**config.mk**
```make
export PLATFORM = sky130hd
export DESIGN_NAME = outputc_flat
export DESIGN_NICKNAME = d
export VERILOG_FILES = /design/src/rtl/outputc_if.sv /design/src/rtl/outputc.sv /design/src/flat_wrapper.sv
export SDC_FILE = /design/constraint.sdc
export NUM_CORES = 1
export LEC_CHECK = 0
export CELL_PAD_IN_SITES_DETAIL_PLACEMENT = 1
export CELL_PAD_IN_SITES_GLOBAL_PLACEMENT = 1
export CORE_ASPECT_RATIO = 0.5
export CORE_MARGIN = 1.5
export CORE_UTILIZATION = 29
export CTS_CLUSTER_SIZE = 25
export DETAILED_ROUTE_END_ITERATION = 16
export PLACE_DENSITY = 0.94
export SYNTH_ARGS = -nofsm -noshare
export SYNTH_HDL_FRONTEND = slang
export SYNTH_SLANG_ARGS = --single-unit
```
**constraint.sdc**
```tcl
create_clock -name clk -period 7.25 [get_ports clk]
set_clock_uncertainty 0.2 [all_clocks]
set_input_delay 1.45 -clock clk [delete_from_list [all_inputs] [get_ports clk]]
set_output_delay 1.45 -clock clk [all_outputs]
set_load 0.02 [all_outputs]
```
**src/rtl/outputc_if.sv**
```systemverilog
// ----------------------------------------------------------------------------
// outputc_pkg / outputc_if
// Purpose : Shared flit type and the crossbar-side bundle between the input
//           channels and one router output channel.
//
// outputc_pkg
//   PORT_N    number of input channels competing for this output
//   VCH       highest virtual-channel index (VCH+1 VCs)
//   DATAW     flit data is data[DATAW:0]
//   TYPE_*    flit type field data[TYPE_MSB:TYPE_LSB]
//   router_i_t  {data, valid, vch}
//
// outputc_if signals
//   req   [PORT_N]            input channel i requests this output
//   flit  [PORT_N]router_i_t  flit offered by input channel i
//   grt   [PORT_N]            one-hot grant back to the input channels
//   lck                       output owned by a packet
// Modports: master = input-channel side, slave = output channel.
// ----------------------------------------------------------------------------
package outputc_pkg;
   localparam int PORT_N   = 5;
   localparam int VCH      = 1;
   localparam int VCW      = (VCH > 0) ? $clog2(VCH + 1) : 1;
   localparam int DATAW    = 31;
   localparam int TYPE_MSB = DATAW;
   localparam int TYPE_LSB = DATAW - 2;

   localparam logic [2:0] TYPE_NONE     = 3'd0;
   localparam logic [2:0] TYPE_HEAD     = 3'd1;
   localparam logic [2:0] TYPE_BODY     = 3'd2;
   localparam logic [2:0] TYPE_TAIL     = 3'd3;
   localparam logic [2:0] TYPE_HEADTAIL = 3'd4;

   typedef struct packed {
      logic [DATAW:0] data;
      logic           valid;
      logic [VCW-1:0] vch;
   } router_i_t;
endpackage

interface outputc_if;
   import outputc_pkg::*;

   logic      [PORT_N-1:0] req;
   router_i_t [PORT_N-1:0] flit;
   logic      [PORT_N-1:0] grt;
   logic                   lck;

   modport master (output req, output flit, input grt, input lck);
   modport slave  (input req, input flit, output grt, output lck);
endinterface

```
**src/rtl/outputc.sv**
```systemverilog
// ----------------------------------------------------------------------------
// outputc
// Purpose : Output channel of one router physical port. Round-robin arbitrates
//           the input channels, holds the grant for a whole packet, tracks
//           per-VC credits for the neighbour's input FIFOs and registers each
//           accepted flit onto the link.
//
// Ports
//   clk       clock
//   rst_n     synchronous active-low reset
//   xbar      outputc_if.slave : req/flit in, grt/lck out (both registered)
//   credit_i  [VCH:0]  one-cycle pulse per VC, neighbour freed one slot
//   rdy_o     [VCH:0]  credit[v] != 0 (combinational from the counters)
//   link_o    router_i_t registered flit to the neighbour
//
// Optional feature (macro OUTPUTC_STATS_EN):
//   flit_cnt_o[31:0]   accepted flits
//   stall_cnt_o[31:0]  locked cycles with a valid flit blocked on zero credit
//   ovf_o              sticky: credit pulse arrived with the counter full
// ----------------------------------------------------------------------------
module outputc
   import outputc_pkg::*;
#(
   parameter int ROUTERID = 0,
   parameter int PCHID    = 0,
   parameter int DEPTH    = 4,
   parameter int CNT_W    = $clog2(DEPTH + 1)
) (
   input  logic         clk,
   input  logic         rst_n,
   outputc_if.slave     xbar,
   input  logic [VCH:0] credit_i,
   output logic [VCH:0] rdy_o,
`ifdef OUTPUTC_STATS_EN
   output logic [31:0]  flit_cnt_o,
   output logic [31:0]  stall_cnt_o,
   output logic         ovf_o,
`endif
   output router_i_t    link_o
);

   localparam int PTR_W = (PORT_N > 1) ? $clog2(PORT_N) : 1;

   localparam logic [0:0] ST_IDLE   = 1'b0;
   localparam logic [0:0] ST_LOCKED = 1'b1;

   localparam logic [CNT_W-1:0] CRED_FULL = CNT_W'(DEPTH);
   localparam logic [CNT_W-1:0] CRED_ONE  = {{(CNT_W-1){1'b0}}, 1'b1};
   localparam logic [PORT_N-1:0] GRT_ONE  = {{(PORT_N-1){1'b0}}, 1'b1};

   // The debug indices only identify the instance; reject nonsense at elaboration.
   if (ROUTERID < 0 || PCHID < 0 || DEPTH < 1) begin : g_param_chk
      $error("outputc: ROUTERID/PCHID must be >= 0 and DEPTH >= 1");
   end

   // Round-robin pick: first requester at or after (ptr+1) mod PORT_N.
   // Returns {found, index}. Scanning from the far end lets the nearest
   // requester overwrite the result last.
   function automatic logic [PTR_W:0] rr_pick(input logic [PORT_N-1:0] req,
                                              input logic [PTR_W-1:0]  ptr);
      logic [PTR_W:0] res;
      int             idx;
      res = '0;
      for (int k = PORT_N; k >= 1; k--) begin
         idx = (int'(ptr) + k) % PORT_N;
         if (req[idx]) begin
            res = {1'b1, PTR_W'(idx)};
         end else begin
            res = res;
         end
      end
      return res;
   endfunction

   // Registers
   logic [0:0]                 state_q,  state_d;
   logic [PTR_W-1:0]           ptr_q,    ptr_d;
   logic [PORT_N-1:0]          grt_q,    grt_d;
   logic [VCH:0][CNT_W-1:0]    credit_q, credit_d;
   router_i_t                  link_q,   link_d;

   // Combinational helpers
   router_i_t                  sel_flit_s;
   logic [2:0]                 sel_type_s;
   logic                       sel_cred_ok_s;
   logic                       accept_s;
   logic                       is_last_s;
   logic [VCH:0]               vc_dec_s;
   logic [PTR_W:0]             pick_s;

   // Mux the flit of the current owner; ptr_q holds the last winner.
   always_comb begin
      sel_flit_s = '0;
      for (int p = 0; p < PORT_N; p++) begin
         if (ptr_q == PTR_W'(p)) begin
            sel_flit_s = xbar.flit[p];
         end else begin
            sel_flit_s = sel_flit_s;
         end
      end
   end

   assign sel_type_s = sel_flit_s.data[TYPE_MSB:TYPE_LSB];
   assign is_last_s  = (sel_type_s == TYPE_TAIL) || (sel_type_s == TYPE_HEADTAIL);

   // Credit availability for the owner's VC; compared per VC so an encoded
   // vch beyond VCH simply has no credit.
   always_comb begin
      sel_cred_ok_s = 1'b0;
      for (int v = 0; v <= VCH; v++) begin
         if (sel_flit_s.vch == VCW'(v)) begin
            sel_cred_ok_s = (credit_q[v] != '0);
         end else begin
            sel_cred_ok_s = sel_cred_ok_s;
         end
      end
   end

   // A TYPE_NONE flit is dropped: never accepted, never charged a credit.
   assign accept_s = (state_q == ST_LOCKED) && sel_flit_s.valid &&
                     (sel_type_s != TYPE_NONE) && sel_cred_ok_s;

   // Per-VC decrement strobe from the single accepted flit.
   always_comb begin
      vc_dec_s = '0;
      for (int v = 0; v <= VCH; v++) begin
         vc_dec_s[v] = accept_s && (sel_flit_s.vch == VCW'(v));
      end
   end

   assign pick_s = rr_pick(xbar.req, ptr_q);

   // Arbitration / packet-lock state machine.
   always_comb begin
      state_d = state_q;
      ptr_d   = ptr_q;
      grt_d   = grt_q;
      case (state_q)
         ST_IDLE: begin
            if (pick_s[PTR_W]) begin
               state_d = ST_LOCKED;
               ptr_d   = pick_s[PTR_W-1:0];
               grt_d   = GRT_ONE << pick_s[PTR_W-1:0];
            end else begin
               grt_d   = '0;
            end
         end
         ST_LOCKED: begin
            // The lock is held even if req drops; only an accepted tail frees it.
            if (accept_s && is_last_s) begin
               state_d = ST_IDLE;
               grt_d   = '0;
            end else begin
               state_d = ST_LOCKED;
            end
         end
         default: begin
            state_d = ST_IDLE;
            grt_d   = '0;
         end
      endcase
   end

   // Credit counters: decrement on accept, increment on a credit pulse,
   // both together cancel; a pulse at full credit is dropped.
   always_comb begin
      credit_d = credit_q;
      for (int v = 0; v <= VCH; v++) begin
         if (vc_dec_s[v] && credit_i[v]) begin
            credit_d[v] = credit_q[v];
         end else if (vc_dec_s[v]) begin
            credit_d[v] = credit_q[v] - CRED_ONE;
         end else if (credit_i[v] && (credit_q[v] != CRED_FULL)) begin
            credit_d[v] = credit_q[v] + CRED_ONE;
         end else begin
            credit_d[v] = credit_q[v];
         end
      end
   end

   // Link register input: accepted flit, otherwise an all-zero bubble.
   always_comb begin
      if (accept_s) begin
         link_d       = sel_flit_s;
         link_d.valid = 1'b1;
      end else begin
         link_d       = '0;
      end
   end

   // State, grant, pointer, credit and link registers.
   always_ff @(posedge clk) begin
      if (!rst_n) begin
         state_q <= ST_IDLE;
         ptr_q   <= '0;
         grt_q   <= '0;
         link_q  <= '0;
         for (int v = 0; v <= VCH; v++) begin
            credit_q[v] <= CRED_FULL;
         end
      end else begin
         state_q  <= state_d;
         ptr_q    <= ptr_d;
         grt_q    <= grt_d;
         link_q   <= link_d;
         credit_q <= credit_d;
      end
   end

   // Ready flags straight from the registered counters.
   always_comb begin
      rdy_o = '0;
      for (int v = 0; v <= VCH; v++) begin
         rdy_o[v] = (credit_q[v] != '0);
      end
   end

   assign xbar.grt = grt_q;
   assign xbar.lck = (state_q == ST_LOCKED);
   assign link_o   = link_q;

`ifdef OUTPUTC_STATS_EN
   logic [31:0] flit_cnt_q;
   logic [31:0] stall_cnt_q;
   logic        ovf_q;
   logic        stall_s;
   logic        ovf_evt_s;

   assign stall_s = (state_q == ST_LOCKED) && sel_flit_s.valid &&
                    (sel_type_s != TYPE_NONE) && !sel_cred_ok_s;

   // Overflow event: a credit pulse that could not be applied because the
   // counter was already full and nothing was consumed that cycle.
   always_comb begin
      ovf_evt_s = 1'b0;
      for (int v = 0; v <= VCH; v++) begin
         if (credit_i[v] && !vc_dec_s[v] && (credit_q[v] == CRED_FULL)) begin
            ovf_evt_s = 1'b1;
         end else begin
            ovf_evt_s = ovf_evt_s;
         end
      end
   end

   // Statistics counters; free-running, wrap at 2^32.
   always_ff @(posedge clk) begin
      if (!rst_n) begin
         flit_cnt_q  <= 32'd0;
         stall_cnt_q <= 32'd0;
         ovf_q       <= 1'b0;
      end else begin
         flit_cnt_q  <= flit_cnt_q  + (accept_s ? 32'd1 : 32'd0);
         stall_cnt_q <= stall_cnt_q + (stall_s  ? 32'd1 : 32'd0);
         ovf_q       <= ovf_q | ovf_evt_s;
      end
   end

   assign flit_cnt_o  = flit_cnt_q;
   assign stall_cnt_o = stall_cnt_q;
   assign ovf_o       = ovf_q;
`endif

endmodule

```
**src/flat_wrapper.sv**
```systemverilog
// flat-port wrapper written by rule: the top's interface ports become plain ports
module outputc_flat import outputc_pkg::*;
#(
   parameter int ROUTERID = 0,
   parameter int PCHID    = 0,
   parameter int DEPTH    = 4,
   parameter int CNT_W    = $clog2(DEPTH + 1)
)
  (clk, rst_n, credit_i, rdy_o, link_o, xbar_req, xbar_flit, xbar_grt, xbar_lck);
  outputc_if xbar_i ();
  input  logic clk;
  input  logic rst_n;
  input  logic [VCH:0] credit_i;
  output logic [VCH:0] rdy_o;
  output router_i_t link_o;
  input wire logic [$bits(xbar_i.req)-1:0] xbar_req;
  input wire logic [$bits(xbar_i.flit)-1:0] xbar_flit;
  output wire logic [$bits(xbar_i.grt)-1:0] xbar_grt;
  output wire logic [$bits(xbar_i.lck)-1:0] xbar_lck;
  assign xbar_i.req = xbar_req;
  assign xbar_i.flit = xbar_flit;
  assign xbar_grt = xbar_i.grt;
  assign xbar_lck = xbar_i.lck;
  outputc #(.ROUTERID(ROUTERID), .PCHID(PCHID), .DEPTH(DEPTH), .CNT_W(CNT_W)) u_core (.clk(clk), .rst_n(rst_n), .xbar(xbar_i), .credit_i(credit_i), .rdy_o(rdy_o), .link_o(link_o));
endmodule
```
### Word-level counts from Yosys, hierarchy flattened

Cells that the tools add are included.

* bits in registers: 49
* bits in latches: 0
* memory bits (writable): 0
* memory bits (read-only): 0
* bits of input ports: 179
* output and inout bits: 42
* word-level logic and storage cells: 99
* memories: 0

* add/sub/neg operators: 9
* $mul: 0
* divide/modulo/power cells: 5
* magnitude comparators: 5
* eq/ne operators: 9
* shift operators: 1
* muxes and demuxes: 37
* bitwise operators: 4
* reductions and logical operators: 21

Operators with widths (number)
* $mux 34: 5
* $lt 32x5->1 const B: 5
* $mod 32x4->32 const B: 5
* $mux 4: 5
* $bmux 1 s3: 5
* $mux 1: 13
* $mux 3: 4
* $logic_and 1x1->1: 10
* $mux 5: 2
* $pmux 5 s2: 1
* $eq 3x2->1 const B: 3
* $reduce_bool 3->1: 3
* $add 3x2->4 const B: 2
* $add 3x3->4 const B: 2
* $reduce_and 2->1: 4
* $add 3x1->3 const B: 2
* $eq 3x3->1 const B: 2
* $ne 3x3->1 const B: 2
* $sub 3x1->3 const B: 2
* $shl 1x3->5 const A: 1
* $add 3x1->4 const B: 1
* $not 1->1: 4
* $reduce_bool 2->1: 2
* $eq 3x1->1 const B: 1
* other kinds (5): 5

### Logic depth before layout (Yosys ltp)

* depth after elaboration: 13
* mapped depth: 21
* depth with buffers taken out: 17

### Least setup slack after synthesis

No wires, ideal clock.

* path type: reg-to-reg
* from: register u_core.ptr_q[0]
* to: register u_core.ptr_q[2]
* setup time: 0.072 ns
* arrival: 4.765 ns
* setup slack: 2.213 ns
* stages on the path, launching flop included: 22
* path buffers: 4
* clock period less this slack: 5.037 ns
* cells stage by stage: dfxtp_1 buf_2 buf_4 buf_2 clkbuf_1 inv_1 ha_1 ha_1 inv_1 ha_1 or3_1 nand2_1 xnor2_1 ha_1 nand2b_1 a22oi_2 mux2_2 o211a_1 a211oi_1 a41oi_2 nand2b_1 a21oi_1

* longest elaborated chain between the ends: 11

Ends and longest elaborated chain
* start: declaration: RTL line outputc.sv:77 `logic [PTR_W-1:0] ptr_q, ptr_d;`
* start signal: assignment: RTL line outputc.sv:203 `ptr_q <= ptr_d;`
* $add 3x3->4: RTL line outputc.sv:65 `idx = (int'(ptr) + k) % PORT_N;`
* $mod 32x4->32: RTL line outputc.sv:65
* $bmux 1 s3: RTL line outputc.sv:66 `if (req[idx]) begin`
* $mux 1 (implied by the code) (2 in series): RTL line outputc.sv:66
* $mux 4 (4 in series): RTL line outputc.sv:66
* $mux 4 *: RTL line outputc.sv:66
* $reduce_and 2->1 (no line)

Mark *: on every way between the ends. The rest lies on a longest branch, timed or not. The select of a mux whose other input is x is not followed.
A chain may end at the register's enable or synchronous reset.

### Worst setup path after layout

* from: register u_core.ptr_q[1]
* to: register u_core.ptr_q[2]

The elaborated chain is that of the path after synthesis.

==> results.md <==
Status:
- The flow ran to the end, and the final reports show no timing, DRC or antenna violations.

Critical path:
- The endpoint identified for the worst register-to-register timing path is u_core.ptr_q[2].
- The critical path endpoint category is a register.
- The worst stage delay on the critical path is 0.68 ns.
- Along the worst path, the maximum fanout reaches 16.
- In this run the critical register-to-register path is launched from u_core.ptr_q[1].
- The worst setup path is launched from a register.
- The critical path contains buffers and inverters numbering 2 combined.
- In this run the number of cells on the critical path is 16.
- At the worst endpoint, the required time is slightly above 7 ns.
- The dominant delay contributor by cell family on the critical path is compound AO/OA/AOI/OAI gates.
- The worst reg-to-reg setup slack is between 1.5 and 2 ns.
- The data arrival time of the critical path is around 5.4 ns.
- The critical path goes through inv_1, ha_1, inv_1, ha_1, or3_1, nand2_1, xnor2_1, ha_1, nand2b_1, a22oi_2, mux2_2, o211a_1, a211oi_1, a41oi_2, nand2b_1, a21oi_1.
- The category of the critical setup timing path is reg -> reg.
- The cell count of the worst reg-to-reg path is 16.
- The master of the slowest instance on the critical path is ha_1.
- In this design, the critical path's most frequently occurring cell is ha_1.
- Tracing the worst setup path back leads to its startpoint at u_core.ptr_q[1].
- In this run the worst setup path terminates at u_core.ptr_q[2].

Synthesis:
- The most used flip-flop cell after synthesis is dfxtp_1.
- During synthesis, Yosys emitted a total of 0 warnings.
- The synthesized design contains 0 enable-type register cells.
- The number of different library cells in the post-synthesis netlist is 76.
- After synthesis, the cell types taking the most area are dfxtp_1 (20%), nor2_1 (9.1%), a21oi_1 (7.7%).
- The cell count after synthesis is ~700.
- The post-synthesis sequential area ratio is 0.204.
- The synthesized area per cell is around 7 um^2.
- The share of the synthesized area in the top cell type is 0.204.
- Of all flip-flops after synthesis, the portion carrying an async set or reset was 0.
- Summed over all instances, the cell type with the most area after synthesis is dfxtp_1.
- After synthesis the netlist holds a flip-flop and latch count of 49.
- The total nets after synthesis is 905.
- The synthesized netlist occupies a cell area of 4810 um^2.
- The most repeated cell in the gate-level netlist after synthesis is nor2_1.
- By count the netlist is led by nor2_1 (116), a21oi_1 (74), nand2_1 (63), dfxtp_1 (49), nand3_1 (47).

Floorplanning:
- The count of pins on the block boundary is 221.
- The initial standard-cell utilization of the core is 0.295.
- The vertical extent of the die is around 94 um.
- In this run the horizontal extent of the chip is 185 um.
- The area enclosed by the die boundary is approximately 17000 um^2.
- The floorplan has 33 rows.
- The placeable core area is 16300 um^2.

Routing:
- The routed layout has slightly above 6000 vias.
- In the routed design, unresolved DRC markers number 0.
- The final layout contains routed wiring with a total length of about 21000 um.
- The count of nets left with antenna violations after detail routing is 0.
- The first detailed-routing pass took 5 iterations.
- The routed via count divided by cell count is between 5 and 6.
- The violation count after the first detailed-routing iteration is 370.
- Dividing the detail-routed wire length by the instance count gives approximately 19 um.

STA:
- Setup violations remaining at the end of the flow were counted as 0.
- The slew at the pin closest to its max-slew limit is approximately 0.75 ns.
- The final count of pins violating max slew is 0.
- Headroom to the max-slew limit came out at 0.501.
- Derived from the worst setup path, the maximum achievable clock frequency is roughly 190 MHz.
- The clock period minus worst slack is roughly 5.4 ns.
- The total negative slack for setup checks is 0 ns.
- The count of final hold-check violations is 0.
- Setup repair after global routing left no endpoint under its margin.
- Setup slack on the critical path of the routed design comes to approximately 1.9 ns.
- Dividing the final minimum period by the clock period gives 0.739.

Clocking:
- Buffers added to address setup during post-CTS repair amount to 0.
- The clock tree from TritonCTS is built.
- For the worst-skew pair, the clock arrives at the later sink with an insertion delay of ~0.29 ns.
- In this run the clock root is driven by a clkbuf_16.
- The buffer depth of the longest clock path is 2.
- The number of buffers inserted for hold repair after clock tree synthesis is 0.
- The H-tree depth reported by CTS is 2.
- The number of buffers created by CTS is 5.
- The quantity of gates resized following cts is 0.
- The clock-pin slew on the worst setup and hold paths is 0.07 ns.
- The clock net in this run drives a total of 49 sinks.

Place:
- Timing analysis after detailed placement gives a worst setup slack of between 2 and 2.5 ns.
- The wire-length estimate of the detail-placed layout is between 15000 and 20000 um.
- The count of port buffers added during placement is 220.
- The final weighted congestion of routability-driven global placement is ~0.93.

Worst hold path:
- Counting instances, the worst hold path has a depth of 2.
- The worst hold path belongs to the class reg -> reg.

Global route:
- For this run, the total global-route usage over all layers was measured as 0.239.
- The initial antenna violation count is 0.
- The via count of the first global-routing pass is between 6000 and 7000.
- The total global routing overflow is 0.
- The wire length of the first global-routing pass is between 30000 and 40000 um.
- The pin count of the biggest net entering global routing is 69.

Cells and area:
- The diode insertion count for antenna repair is 0.
- The final core utilization is 0.448.
- The final layout contains 1089 nets.
- The area growth from synthesis to layout is 51.9%.
- The fraction of layout cells with a size suffix above 1 is 0.0375.

Flow run:
- The number of violations of the max-capacitance limit is 0.

Power and ir drop:
- Dividing total power by cell area gives a power density of approximately 330 nW/um^2.
- For this design the static power due to leakage is approximately 2.8 nW.
- Across the VDD grid, the largest voltage drop is ~0.00012 V.
[worst min-delay path by stage]
stage | start | to | slack, ns
2_1_floorplan | u_core.credit_q[0] | u_core.credit_q[0] | 0.28
3_3_place_gp | u_core.xbar.grt[4] | u_core.xbar.grt[4] | 0.26
3_5_place_dp | u_core.xbar.grt[4] | u_core.xbar.grt[4] | 0.26
4_1_cts | u_core.xbar.grt[4] | u_core.xbar.grt[4] | 0.29
5_1_grt | u_core.xbar.grt[4] | u_core.xbar.grt[4] | 0.30
6_report | u_core.xbar.grt[4] | u_core.xbar.grt[4] | 0.29
[flip-flops by register name, indices dropped and copies added, names as in the netlist]
register and cells:
u_core.credit_q 6, u_core.xbar.grt 5, u_core.ptr_q 3, u_core.link_o 34, u_core.xbar.lck 1
[per-layer routing]
layer | routed length, um | share of wire | up-vias | global-route usage
met4 | 601 | 0.029 | 0 | 0.0738
li1 | - | - | 2870 | -
met3 | 1150 | 0.055 | 42 | 0.0535
met1 | 8790 | 0.42 | 2921 | 0.286
met2 | 10500 | 0.50 | 203 | 0.427
met5 | 0 | 0 | - | 0
[cells by family (layout without fill, tap and decap cells)]
| group | Yosys count | after routing | synth area share |
|---|---|---|---|
| simple gates | 311 | 311 | 0.306 |
| xor+xnor | 10 | 10 | 0.0182 |
| flops | 49 | 49 | 0.204 |
| mux | 17 | 17 | 0.0388 |
| fa+ha+maj | 31 | 31 | 0.0838 |
| buf+inv | 80 | 265 | 0.0656 |
| compound gates | 197 | 197 | 0.284 |
[final cells by class]
class,count,area [um^2]
repair buffers,229,2270
inverters,28,105
flip-flops and latches,49,981
multi-input cells,566,3520
clock inverters,1,7.51
well taps,227,284
fillers,1998,9010
clock buffers,7,133
[worst min-delay path, stage by stage, from the launching register on]
cell and delay [ns]:
dfxtp_1 0.32, nand2_1 0.06, a21oi_1 0.06
[power breakdown]
group,internal [mW],switching [mW]
logic,0.751,1.09
registers,0.316,0.0338
clock network,0.129,0.104
total,1.20,1.23
[layout by cell type (no fill, tap or decap), types with 6 or more instances in the layout]
master and count:
clkdlybuf4s50_1 220, nor2_1 116, a21oi_1 74, nand2_1 63
dfxtp_1 49, nand3_1 47, a311oi_1 34, ha_1 27
inv_1 26, nand2b_1 20, o21ai_0 14, mux2i_1 13
nor3_1 9, xnor2_1 9, and2_1 9, nor2b_1 9
buf_4 9, a211oi_1 8, and3_1 7, o31ai_1 6
nand4_1 6
[metrics by stage]
step | power [mW] | std cells | hold WS (ns) | area, um^2
floorplan | 1.63 | 695 | 0.282 | 4810
global placement | 2.08 | 1099 | 0.256 | 7160
detailed placement | 2.17 | 1099 | 0.261 | 7160
CTS | 2.42 | 1107 | 0.286 | 7300
global route | 2.63 | 1107 | 0.296 | 7300
finish | 2.42 | 1107 | 0.288 | 7300
No activity file was read; power rests on OpenSTA's default activity.
